--- src/rtl/exec_alu_unit_pkg.sv ---
`default_nettype none
// ============================================================================
// Module   : exec_alu_unit_pkg
// Purpose  : Shared definitions for the execute stage. Holds the default
//            widths, the op-code constants and the FSM state encoding.
// Ports    : none (package)
// Revision : 1.0 - initial release
// ============================================================================
package exec_alu_unit_pkg;

  localparam int WIDTH_DEF      = 32;
  localparam int REG_ADDR_W_DEF = 5;

  localparam logic [3:0] OP_ADD = 4'd0;
  localparam logic [3:0] OP_SUB = 4'd1;
  localparam logic [3:0] OP_AND = 4'd2;
  localparam logic [3:0] OP_OR  = 4'd3;
  localparam logic [3:0] OP_XOR = 4'd4;
  localparam logic [3:0] OP_SLT = 4'd5;
  localparam logic [3:0] OP_SLL = 4'd6;
  localparam logic [3:0] OP_SRL = 4'd7;
  localparam logic [3:0] OP_MUL = 4'd8;

  typedef enum logic [1:0] {
    ST_IDLE = 2'd0,
    ST_EXEC = 2'd1,
    ST_MUL  = 2'd2
  } state_t;

endpackage
`default_nettype wire

--- src/rtl/exec_alu_unit_seq_multiplier.sv ---
`default_nettype none
// ============================================================================
// Module   : seq_multiplier
// Purpose  : Iterative shift-add multiplier producing the low WIDTH bits of
//            an unsigned product, one multiplier bit per step.
// Ports    : clk, rst (async active-low)
//            load         - capture operands, clear accumulator and counter
//            step         - perform one shift-add iteration
//            multiplicand - operand A
//            multiplier   - operand B
//            product      - accumulated low WIDTH bits
//            countDone    - MUL_STEPS iterations have been performed
// Revision : 1.0 - initial release
// ============================================================================
module seq_multiplier
  import exec_alu_unit_pkg::*;
#(
  parameter int WIDTH     = WIDTH_DEF,
  parameter int MUL_STEPS = WIDTH
) (
  input  logic             clk,
  input  logic             rst,
  input  logic             load,
  input  logic             step,
  input  logic [WIDTH-1:0] multiplicand,
  input  logic [WIDTH-1:0] multiplier,
  output logic [WIDTH-1:0] product,
  output logic             countDone
);

  localparam int             CNT_W  = $clog2(MUL_STEPS + 1);
  localparam logic [CNT_W-1:0] C_LAST = CNT_W'(MUL_STEPS);
  localparam logic [CNT_W-1:0] C_ONE  = CNT_W'(1);

  logic [WIDTH-1:0] r_mcand;
  logic [WIDTH-1:0] r_mplier;
  logic [WIDTH-1:0] r_acc;
  logic [CNT_W-1:0] r_count;

  always_ff @(posedge clk or negedge rst) begin
    if (!rst) begin
      r_mcand  <= '0;
      r_mplier <= '0;
      r_acc    <= '0;
      r_count  <= '0;
    end else if (load) begin
      r_mcand  <= multiplicand;
      r_mplier <= multiplier;
      r_acc    <= '0;
      r_count  <= '0;
    end else if (step && !countDone) begin
      // Bits shifted out of the multiplicand only affect the discarded
      // upper half of the product, so truncation here is intentional.
      if (r_mplier[0]) begin
        r_acc <= r_acc + r_mcand;
      end
      r_mcand  <= r_mcand << 1;
      r_mplier <= r_mplier >> 1;
      r_count  <= r_count + C_ONE;
    end
  end

  assign product   = r_acc;
  assign countDone = (r_count == C_LAST);

endmodule
`default_nettype wire

--- src/rtl/exec_alu_unit.sv ---
`default_nettype none
// ============================================================================
// Module   : exec_alu_unit
// Purpose  : Execute stage behind the register file. Single-cycle ALU ops
//            plus an iterative multiply, with a registered write-back port.
// Ports    : clk, rst (async active-low)
//            start, op, rdAddr, operandA, operandB - request (IDLE only)
//            busy      - op in flight
//            done      - one-cycle completion pulse
//            wbEn      - register-file write enable (never for r0/illegal)
//            wbReg     - write-back address (held until next completion)
//            wbData    - result (held until next completion)
//            zero      - result == 0, valid with done
//            illegalOp - pulses with done for op codes 9..15
// Revision : 1.0 - initial release
// ============================================================================
module exec_alu_unit
  import exec_alu_unit_pkg::*;
#(
  parameter int WIDTH      = WIDTH_DEF,
  parameter int REG_ADDR_W = REG_ADDR_W_DEF,
  parameter int MUL_STEPS  = WIDTH
) (
  input  logic                  clk,
  input  logic                  rst,
  input  logic                  start,
  input  logic [3:0]            op,
  input  logic [REG_ADDR_W-1:0] rdAddr,
  input  logic [WIDTH-1:0]      operandA,
  input  logic [WIDTH-1:0]      operandB,
  output logic                  busy,
  output logic                  done,
  output logic                  wbEn,
  output logic [REG_ADDR_W-1:0] wbReg,
  output logic [WIDTH-1:0]      wbData,
  output logic                  zero,
  output logic                  illegalOp
);

  localparam int SHAMT_W = $clog2(WIDTH);

  state_t                r_state;
  logic [3:0]            r_op;
  logic [REG_ADDR_W-1:0] r_rd;
  logic [WIDTH-1:0]      r_a;
  logic [WIDTH-1:0]      r_b;

  logic [WIDTH-1:0]      w_result;
  logic                  w_legal;
  logic [SHAMT_W-1:0]    w_shamt;
  logic                  w_accept;
  logic                  w_finish;
  logic                  w_mulLoad;
  logic                  w_mulStep;
  logic                  w_mulDone;
  logic [WIDTH-1:0]      w_product;

  assign w_shamt   = r_b[SHAMT_W-1:0];
  assign w_accept  = (r_state == ST_IDLE) && start;
  // The multiplier takes its operands straight from the ports on the
  // accepting edge, in step with the operand capture below.
  assign w_mulLoad = w_accept && (op == OP_MUL);
  assign w_mulStep = (r_state == ST_MUL) && !w_mulDone;
  assign w_finish  = (r_state == ST_EXEC) || ((r_state == ST_MUL) && w_mulDone);

  seq_multiplier #(
    .WIDTH     (WIDTH),
    .MUL_STEPS (MUL_STEPS)
  ) u_mul (
    .clk          (clk),
    .rst          (rst),
    .load         (w_mulLoad),
    .step         (w_mulStep),
    .multiplicand (operandA),
    .multiplier   (operandB),
    .product      (w_product),
    .countDone    (w_mulDone)
  );

  // Illegal op codes fall through with a zero result.
  always_comb begin
    w_result = '0;
    w_legal  = 1'b1;
    case (r_op)
      OP_ADD:  w_result = r_a + r_b;
      OP_SUB:  w_result = r_a - r_b;
      OP_AND:  w_result = r_a & r_b;
      OP_OR:   w_result = r_a | r_b;
      OP_XOR:  w_result = r_a ^ r_b;
      OP_SLT:  w_result = {{(WIDTH-1){1'b0}}, ($signed(r_a) < $signed(r_b))};
      OP_SLL:  w_result = r_a << w_shamt;
      OP_SRL:  w_result = r_a >> w_shamt;
      OP_MUL:  w_result = w_product;
      default: w_legal  = 1'b0;
    endcase
  end

  always_ff @(posedge clk or negedge rst) begin
    if (!rst) begin
      r_state   <= ST_IDLE;
      r_op      <= '0;
      r_rd      <= '0;
      r_a       <= '0;
      r_b       <= '0;
      busy      <= 1'b0;
      done      <= 1'b0;
      wbEn      <= 1'b0;
      wbReg     <= '0;
      wbData    <= '0;
      zero      <= 1'b0;
      illegalOp <= 1'b0;
    end else begin
      done      <= 1'b0;
      wbEn      <= 1'b0;
      illegalOp <= 1'b0;
      case (r_state)
        ST_IDLE: begin
          if (w_accept) begin
            r_op    <= op;
            r_rd    <= rdAddr;
            r_a     <= operandA;
            r_b     <= operandB;
            busy    <= 1'b1;
            r_state <= (op == OP_MUL) ? ST_MUL : ST_EXEC;
          end
        end
        ST_EXEC, ST_MUL: begin
          if (w_finish) begin
            done      <= 1'b1;
            busy      <= 1'b0;
            wbReg     <= r_rd;
            wbData    <= w_result;
            zero      <= (w_result == '0);
            illegalOp <= !w_legal;
            wbEn      <= w_legal && (r_rd != '0);
            r_state   <= ST_IDLE;
          end
        end
        default: r_state <= ST_IDLE;
      endcase
    end
  end

endmodule
`default_nettype wire

--- config.mk ---
export PLATFORM = sky130hd
export DESIGN_NAME = exec_alu_unit
export DESIGN_NICKNAME = d
export VERILOG_FILES = /design/src/rtl/exec_alu_unit_pkg.sv /design/src/rtl/exec_alu_unit_seq_multiplier.sv /design/src/rtl/exec_alu_unit.sv
export SDC_FILE = /design/constraint.sdc
export NUM_CORES = 1
export LEC_CHECK = 0
export CAP_MARGIN = 5
export CORE_MARGIN = 1
export CORE_UTILIZATION = 25
export DETAILED_ROUTE_END_ITERATION = 10
export PLACE_DENSITY = 0.41
export SYNTH_ARGS = -nofsm -noshare
export SYNTH_HDL_FRONTEND = slang
export SYNTH_SLANG_ARGS = --single-unit
--- constraint.sdc ---
create_clock -name clk -period 6.05 [get_ports clk]
set_input_delay 1.21 -clock clk [delete_from_list [all_inputs] [get_ports clk]]
set_output_delay 1.21 -clock clk [all_outputs]
set_load 0.03 [all_outputs]
* Word level (Yosys, flattened, before mapping)
Index checks and enable logic that the tools add are counted.
** Word-level totals
- Register bits after elaboration :: 219
- Bits of input ports :: 76
- Output and inout bits :: 42
** Operators by class
- $add $sub $neg :: 4
- Magnitude comparators :: 1
- Equality and inequality tests :: 14
- Shifts and indexed selects :: 2
- Multiplexer cells :: 24
- Bitwise operators :: 3
- Reduce and logical (&&, ||, !) cells :: 23
** Operators with widths (number)
- case mux 32 bit (9 select lines) :: 1
- two-way mux 32 bit :: 7
- adder 32 bit :: 2
- AND 32 bit :: 1
- logical NOT 32 bit :: 1
- less-than comparator 32 bit :: 1
- OR 32 bit :: 1
- << shifter 32 x 5 -> 32 bit :: 1
- >> shifter 32 x 5 -> 32 bit :: 1
- subtractor 32 bit :: 1
- XOR 32 bit :: 1
- == test 4 x 3 -> 1 bit, second input constant :: 4
- two-way mux 6 bit :: 2
- two-way mux 1 bit :: 9
- OR reduction 9 bit :: 1
- == test 4 x 2 -> 1 bit, second input constant :: 2
- == test 4 bit, second input constant :: 2
- AND reduction 2 bit :: 4
- adder 6 x 1 -> 6 bit, second input constant :: 1
- == test 6 bit, second input constant :: 1
- logical AND 1 bit :: 6
- two-way mux 2 bit :: 3
- nonzero test 2 bit :: 3
- nonzero test 5 bit :: 1
- other kinds (12) :: 14

* Depth between registers and ports, before layout
Gate-level depths: netlist of the first run.
- Depth in word-level cells :: 6
- Gate-level depth with buffers :: 18
- Gate-level depth less buffers :: 14

* By module
Synthesis of the first run repeated with hierarchy kept, for this count alone.
** Second synthesis, totals
- Cells, all modules :: 2502
- Area total of the unflattened synthesis :: 20594.8 sq um
** Modules (own cells, without submodules)
- exec_alu_unit :: instances 1, cells each 1811, area each 14325.0 sq um
- seq_multiplier :: instances 1, cells each 691, area each 6269.8 sq um

* Worst setup path before layout of the first run
OpenSTA, ideal clock, no wires.
- Kind :: reg2reg
- Start :: reg r_b[3]
- End :: reg zero
- Setup time :: 68 ps
- Data arrival time :: 4128 ps
- Data required time :: 5982 ps
- Path slack :: 1855 ps
- Cell stages (with the launch flop) :: 18
- Buffers on the path :: 4
- Clock period less this slack :: 4195 ps
- Cells stage by stage :: dfrtp_1 > clkbuf_1 > inv_2 > buf_1 > clkbuf_1 > ha_1 > clkbuf_1 > o21a_1 > a211o_1 > a31oi_2 > o21ai_1 > a211o_1 > a311oi_2 > o2111a_1 > o41a_1 > o32ai_1 > nor4_1 > a32o_1
** On the way
- Word-level cells in the longest chain between the ends :: 3
- Elaborated cells on any way between the ends :: 10
- Those cells by class :: add/sub (2); order compare (1); shift (2); mux (1); bitwise (3); reduce/logical (1)
** RTL lines
- start: declaration :: RTL line exec_alu_unit.sv:46 : logic [WIDTH-1:0] r_b;
- start signal: assignment :: RTL line exec_alu_unit.sv:122 : r_b <= operandB;
- subtractor 32 bit, or another cell as far along :: RTL line exec_alu_unit.sv:86 : OP_SUB: w_result = r_a - r_b;
- case mux 32 bit (9 select lines) * :: RTL line exec_alu_unit.sv:84 : case (r_op)
- logical NOT 32 bit * :: RTL line exec_alu_unit.sv:133 : zero <= (w_result == '0);
- end signal: assignment :: RTL line exec_alu_unit.sv:133
- end: declaration :: RTL line exec_alu_unit.sv:36 : output logic zero,
Every way passes the cells marked *; elsewhere a longest branch is shown, timed or not.
A chain may end at the register's enable or synchronous reset.

* Worst setup path in the final report of the first run
- Start :: reg r_b[2]
- End :: reg zero
Same word-level chain as after synthesis.

==> results of run 1 <==
==> per-stage QoR <==
stage	area (sq um)	std cells	setup slack, ps
after floorplan	19890	2408	1855
after global placement	22130	3464	1079
after detailed placement	22130	3464	1080
after CTS	23180	3519	1044
after global routing	23180	3519	686.8
final	23180	3519	805.8
==> final timing paths <==
| kind | to | slack (ps) | startpoint |
|---|---|---|---|
| setup / recovery | zero$_DFFE_PN0P_ | 810 | r_b[2]$_DFFE_PN0P_ |
| hold / removal | wbReg[3]$_DFFE_PN0P_ | 480 | wbReg[3]$_DFFE_PN0P_ |
| setup reg to reg | zero$_DFFE_PN0P_ | 810 | r_b[2]$_DFFE_PN0P_ |
| hold reg to reg | wbReg[3]$_DFFE_PN0P_ | 480 | wbReg[3]$_DFFE_PN0P_ |
| max in group asynchronous | r_b[0]$_DFFE_PN0P_ | 4390 | rst |
| min in group asynchronous | wbData[25]$_DFFE_PN0P_ | 550 | rst |
==> routing by layer <==
metal	GRT usage	share of wire	vias up
met5	0	0.00020	-
met4	0.07285	0.034	2
li1	-	-	8918
met1	0.3334	0.46	10032
met3	0.03006	0.064	148
met2	0.3622	0.44	794
==> cell families after synthesis <==
| logic type | Yosys count |
|---|---|
| muxes | 227 |
| and+or+nand+nor | 749 |
| AOI/OAI and AO/OA | 753 |
| xor gates and xnor gates | 30 |
| adders and majority gates | 136 |
| DFF | 219 |
| buffers and inverters | 294 |
==> synth_stat cells (all sizes together) (9+ instances only) <==
library cell	instances
or3	13
mux4	47
o22ai	27
o41ai	9
a221oi	18
nand4	24
mux2	41
nand3	42
nor2b	25
a22oi	16
xnor2	16
nand2b	14
ha	133
nor4	18
a21o	23
nand2	365
o221ai	12
a21oi	163
nor3	42
nor2	135
xor2	14
o211ai	24
a211o	12
dfrtp	219
o31ai	20
a31oi	21
o21a	10
clkbuf	113
o21ai	260
a222oi	10
o21bai	12
buf	55
a211oi	29
and2	12
inv	126
and3	11
mux2i	139
==> cell type report <==
class                      instances  share of cell area
multi-input combinational       1895              0.5704
timing repair buffer             174             0.07027
sequential                       219              0.2368
inverter                         126             0.02040
tap                             1050             0.05667
clock inverter                    11            0.005937
clock buffer                      44             0.03945
==> worst max-delay path: cells and delay by family (launching register included) <==
family / cells / cell delay [ps]
buffers and inverters: 1 / 380
adders and majority gates: 1 / 610
DFF: 1 / 700
AOI/OAI and AO/OA: 8 / 2800
and+or+nand+nor: 3 / 660
==> flip-flops by register name (all words and copies together) (netlist names), 2 cells and up <==
register        flops
r_a                32
r_b                32
r_op                4
r_rd                5
r_state             2
u_mul.product      32
u_mul.r_count       6
u_mul.r_mcand      32
u_mul.r_mplier     32
wbData             32
wbReg               5
==> qor.csv, run 1 <==
stage,metric,value,unit
job,maxCapViolCount,0,
synth,async_flop_share,1.000,
synth,synth_compound_area_frac,0.2419,
sta,setup-violations-final,0,
clock_tree,clk_latency,600,ps
routing,wirelength,96570,microns
clock_tree,cts_buffers,30,
sta,min_period,5244,ps
clock_tree,cts_buffer_depth,3,
placement,place.gp.congestion,1.029,
synth,synth_cells,2408,
grt,grt_max_degree,100,
setup_path,ff2ff_path_depth,13,
sta,drv_slew,0,
synth,synth.top_cell.area_share,0.2756,
routing,ant_nets,0,
synth,synth_edf_count,0,
layout,utilization,0.2939,
routing,wl_per_cell,27.44,microns
synth,ys_ff_latch,219,
clock_tree,cts_setup_buffers,0,
sta,hold_viol,0,
routing,drc,0,
synth,synth_fa_ha_area_frac,0.08670,
clock_tree,hold_buffers,0,
layout,layout_commonest_cell,nand2_1,
setup_path,crit_type,reg -> reg,
sta,fmax,190.7,MHz
placement,place.detailed.hpwl,75690,microns
grt,grt_pass1_vias,19379,
setup_path,critPathCaptureType,register,
sta,rsz0062_at_grt,no,
synth,synth_seq_area_share,0.2756,
floorplanning,start_util,0.2521,
sta,holdWs,475.9,ps
floorplanning,ios,118,
synth,synth_area,19890,sq um
floorplanning,dieArea,80680,sq um
layout,syn2layout_area_growth,16.57,%
setup_path,cp-start-kind,register,
sta,clock_skew,14.80,ps
sta,finalCritPeriodShare,0.8668,
floorplanning,chipHeight,284.0,microns
synth,synth.net_count,2620,
floorplanning,die_x,284.0,microns
layout,nNetsFinal,2658,
synth,yosys_warnings,0,
grt,track_usage,0.2333,
routing,viasPerCell,5.653,
min_path,hold_path_class,reg -> reg,
synth,synthFlopType,dfrtp_1,
clock_tree,clkTransAtPathRegs,60,ps
layout,fill_cells,8458,
grt,grt_pass1_wl,140300,microns
floorplanning,core-area,78870,sq um
synth,synth_top_family_by_area,compound AO/OA/AOI/OAI gates,
clock_tree,cts_sinks,219,
clock_tree,cts.htree.levels,1,
setup_path,cp_cell_sequence,inv_2 > ha_1 > nor2_1 > o311ai_0 > a21oi_1 > o2111ai_1 > a41oi_1 > o21ai_0 > a211oi_1 > a2111oi_0 > nand4_1 > nor4_2 > a32o_1,
setup_path,critical_path_arrival,5780,ps
routing,drtIter0Drc,2351,
setup_path,max_stage_delay,770,ps
synth,synth_mux_area_frac,0.1474,
sta,relSlewSlack,0.2596,
setup_path,crit_required,6580,ps
grt,grt_overflow,0,
synth,yosys.area_share.xor_xnor,0.01321,
routing,first_pass_iters,8,
setup_path,slowest_stage,o311ai_0,
layout,antenna_cells,0,
routing,via_count,19894,
setup_path,cp_max_fo,29,
layout,multi_input_comb_area,13220,sq um
synth,yosys-top-cells-area,"dfrtp_1 (28%), ha_1 (8.4%), mux2i_1 (7.0%)",
placement,port_buffers,117,
sta,worstMarginPinSlew,1099,ps
layout,drive_above_1_share,0.09559,
min_path,holdPathStages,2,
sta,setup_tns,0,ps
synth,synth_top_cell_by_area,dfrtp_1,
clock_tree,cts_resized,0,
clock_tree,cts_tree,done,
synth,yosys.area_share.simple,0.1731,
synth,syn_area_per_cell,8.259,sq um
synth,ys_types,97,
layout,ff_latch_area,5490,sq um
clock_tree,cts_root_buf,clkbuf_16,
floorplanning,row_count,103,
layout,layout_common_cells,"nand2_1 (365), o21ai_0 (249), dfrtp_1 (215)",
grt,antenna_found_initial,3,
outcome,outcome,"complete, no violations",
Power of run 1 is not shown: default switching activity piles up to over one toggle a cycle in this logic, so the estimate is an artifact.
==> inputs of run 2 (changes only) <==
CORE_MARGIN = not set   (was 1)
GPL_TIMING_DRIVEN = 0   (was not set)
REMOVE_ABC_BUFFERS = 1   (was not set)
==> run 2 against run 1 <==
Compared with the run above:
- hold slack improved by 2.1 ps
- final area rose by 0.35%
- clock-buffer cell count fell by 6
- maximum frequency fell by 8.5%
- via count fell by 2.4%
- die area did not move
- highest routed layer unchanged
==> qor.csv, run 2 (synthesized netlist as in run 1, its figures left out) <==
stage,metric,value,unit,change
outcome,outcome,"complete, no violations",,
sta,fin_ws,320.3,ps,-485.5 ps
placement,place.detailed.hpwl,71570,microns,-5.4%
sta,rsz0062_at_grt,no,,
placement,place.gp.congestion,1.031,,+0.22%
clock_tree,hold_buffers,0,,unchanged
grt,track_usage,0.2253,,-0.007990
setup_path,cp-startpoint,r_b[2]$_DFFE_PN0P_,,
setup_path,max_stage_delay,630,ps,-140 ps
routing,wl_per_cell,26.40,microns,-3.8%
floorplanning,ios,118,,unchanged
setup_path,worstReg2RegEnd,zero$_DFFE_PN0P_,,
routing,drtIter0Drc,1612,,-31%
clock_tree,cts_buffers,29,,-3.3%
setup_path,critical_path_arrival,6260,ps,+480 ps
routing,via_count,19410,,-2.4%
clock_tree,clkTransAtPathRegs,60,ps,about the same
sta,finalCritPeriodShare,0.9471,,+0.08025
min_path,holdPathEnd,wbReg[4]$_DFFE_PN0P_,,
clock_tree,clk_latency,610,ps,about the same
min_path,hp-start,wbReg[4]$_DFFE_PN0P_,,
setup_path,ff2ff_path_depth,14,,+1
sta,drv_slew,0,,unchanged
sta,hold_viol,0,,unchanged
clock_tree,cts_sinks,219,,unchanged
grt,grt_overflow,0,,unchanged
sta,min_period,5730,ps,+485.5 ps
setup_path,rrSetupSlack,320,ps,-490 ps
setup_path,crit_required,6580,ps,about the same
grt,antenna_found_initial,1,,-2
routing,wirelength,92190,microns,-4.5%
floorplanning,chipHeight,284.0,microns,unchanged
clock_tree,cts_root_buf,clkbuf_16,,
setup_path,slowest_stage,dfrtp_4,,
placement,port_buffers,117,,unchanged
routing,viasPerCell,5.558,,-1.7%
setup_path,reg2reg_from,r_b[2]$_DFFE_PN0P_,,
min_path,hold_path_class,reg -> reg,,
setup_path,crit_type,reg -> reg,,
layout,layout_common_cells,"nand2_1 (362), o21ai_0 (249), dfrtp_1 (213)",,
min_path,holdPathStages,2,,unchanged
floorplanning,start_util,0.2521,,unchanged
routing,drc,0,,unchanged
floorplanning,dieArea,80680,sq um,unchanged
layout,layout_commonest_cell,nand2_1,,
setup_path,cp-start-kind,register,,
floorplanning,die_x,284.0,microns,unchanged
sta,fmax,174.5,MHz,-8.5%
layout,fill_cells,8546,,+1.0%
setup_path,cp_cell_sequence,buf_16 > inv_2 > ha_1 > o21a_1 > a211o_1 > a31oi_2 > o21ai_1 > a211o_1 > a311oi_1 > o2111ai_1 > nor4_2 > nand4_1 > nor4_2 > a32o_1,,
sta,relSlewSlack,0.05719,,-0.2024
grt,grt_pass1_wl,136800,microns,-2.5%
clock_tree,cts.htree.levels,1,,unchanged
floorplanning,row_count,103,,unchanged
layout,drive_above_1_share,0.08856,,-0.007024
sta,setup-violations-final,0,,unchanged
placement,pre_cts_ws,-35.51,ps,-1116 ps
sta,holdWs,478.0,ps,+2.131 ps
layout,syn2layout_area_growth,16.97,%,
grt,grt_pass1_vias,19372,,-0.036%
sta,setup_tns,0,ps,unchanged
setup_path,critPathCaptureType,register,,
routing,ant_nets,0,,unchanged
sta,clock_skew,28.94,ps,+14.14 ps
sta,worstMarginPinSlew,1414,ps,+315.3 ps
clock_tree,cts_buffer_depth,3,,unchanged
job,maxCapViolCount,0,,unchanged
layout,nNetsFinal,2629,,-1.1%
grt,grt_max_degree,96,,-4.0%
clock_tree,cts_setup_buffers,0,,unchanged
clock_tree,cts_tree,done,,
floorplanning,core-area,78870,sq um,unchanged
routing,first_pass_iters,6,,-2
setup_path,cp_max_fo,59,,+100%
run 2: per-layer routing:
layer,GRT usage,wire length [microns]
met2,0.3595,41370
met1,0.3011,40370
met3,0.03207,5479
met5,0,12
met4,0.09973,4956
run 2: worst max path at each step:
stage / slack [ps] / depth (start not counted) / end
after global routing: 80 / 14 / zero$_DFFE_PN0P_
after CTS: 150 / 14 / zero$_DFFE_PN0P_
final: 320 / 14 / zero$_DFFE_PN0P_
after detailed placement: -40 / 15 / zero$_DFFE_PN0P_
after floorplan: -1510 / 4 / u_mul.product[26]$_DFFE_PN0P_
after global placement: -6520 / 1 / r_b[10]$_DFFE_PN0P_
run 2: timing repair:
| action | in CTS | in global routing |
|---|---|---|
| hold endpoints to repair | 0 | 0 |
| gates resized for setup | 1 | 3 |
| setup endpoints to repair | 1 | 1 |
run 2: final cells by class:
class,instances,area [sq um],share of cell area
multi-input cells,1895,13250,0.5697
clock inverters,15,202.7,0.008713
clock buffers,38,819.5,0.03523
flip-flops and latches,219,5493,0.2361
inverters,126,473.0,0.02033
repair buffers,146,1700,0.07310
well taps,1050,1314,0.05648
diodes,3,7.507,0.0003227
run 2: critical path: cells and delay by family (launching register included):
| family | cells | cell delay, ps |
|---|---|---|
| adder cells (fa/ha/maj) | 1 | 470 |
| buffers and inverters | 2 | 810 |
| flip-flops | 1 | 630 |
| AND/OR/NAND/NOR | 3 | 1060 |
| AO/OA/AOI/OAI | 8 | 2590 |
run 2: through the flow:
step                        util  std cells  instance area, sq um
final                     0.2949       3492                 23260
after floorplan                -       2240                 19120
after global placement    0.2740       3407                 21610
after CTS                 0.2947       3489                 23250
after global routing      0.2948       3489                 23250
after detailed placement  0.2817       3436                 22220
Power of run 2 is left out for the same reason.
==> inputs of run 3 (changes only) <==
CTS_CLUSTER_SIZE = 30   (was not set)
==> results of run 3 <==
The final DEF is identical to that of run 2; final timing and power are the same.
Power of run 3 is left out for the same reason.
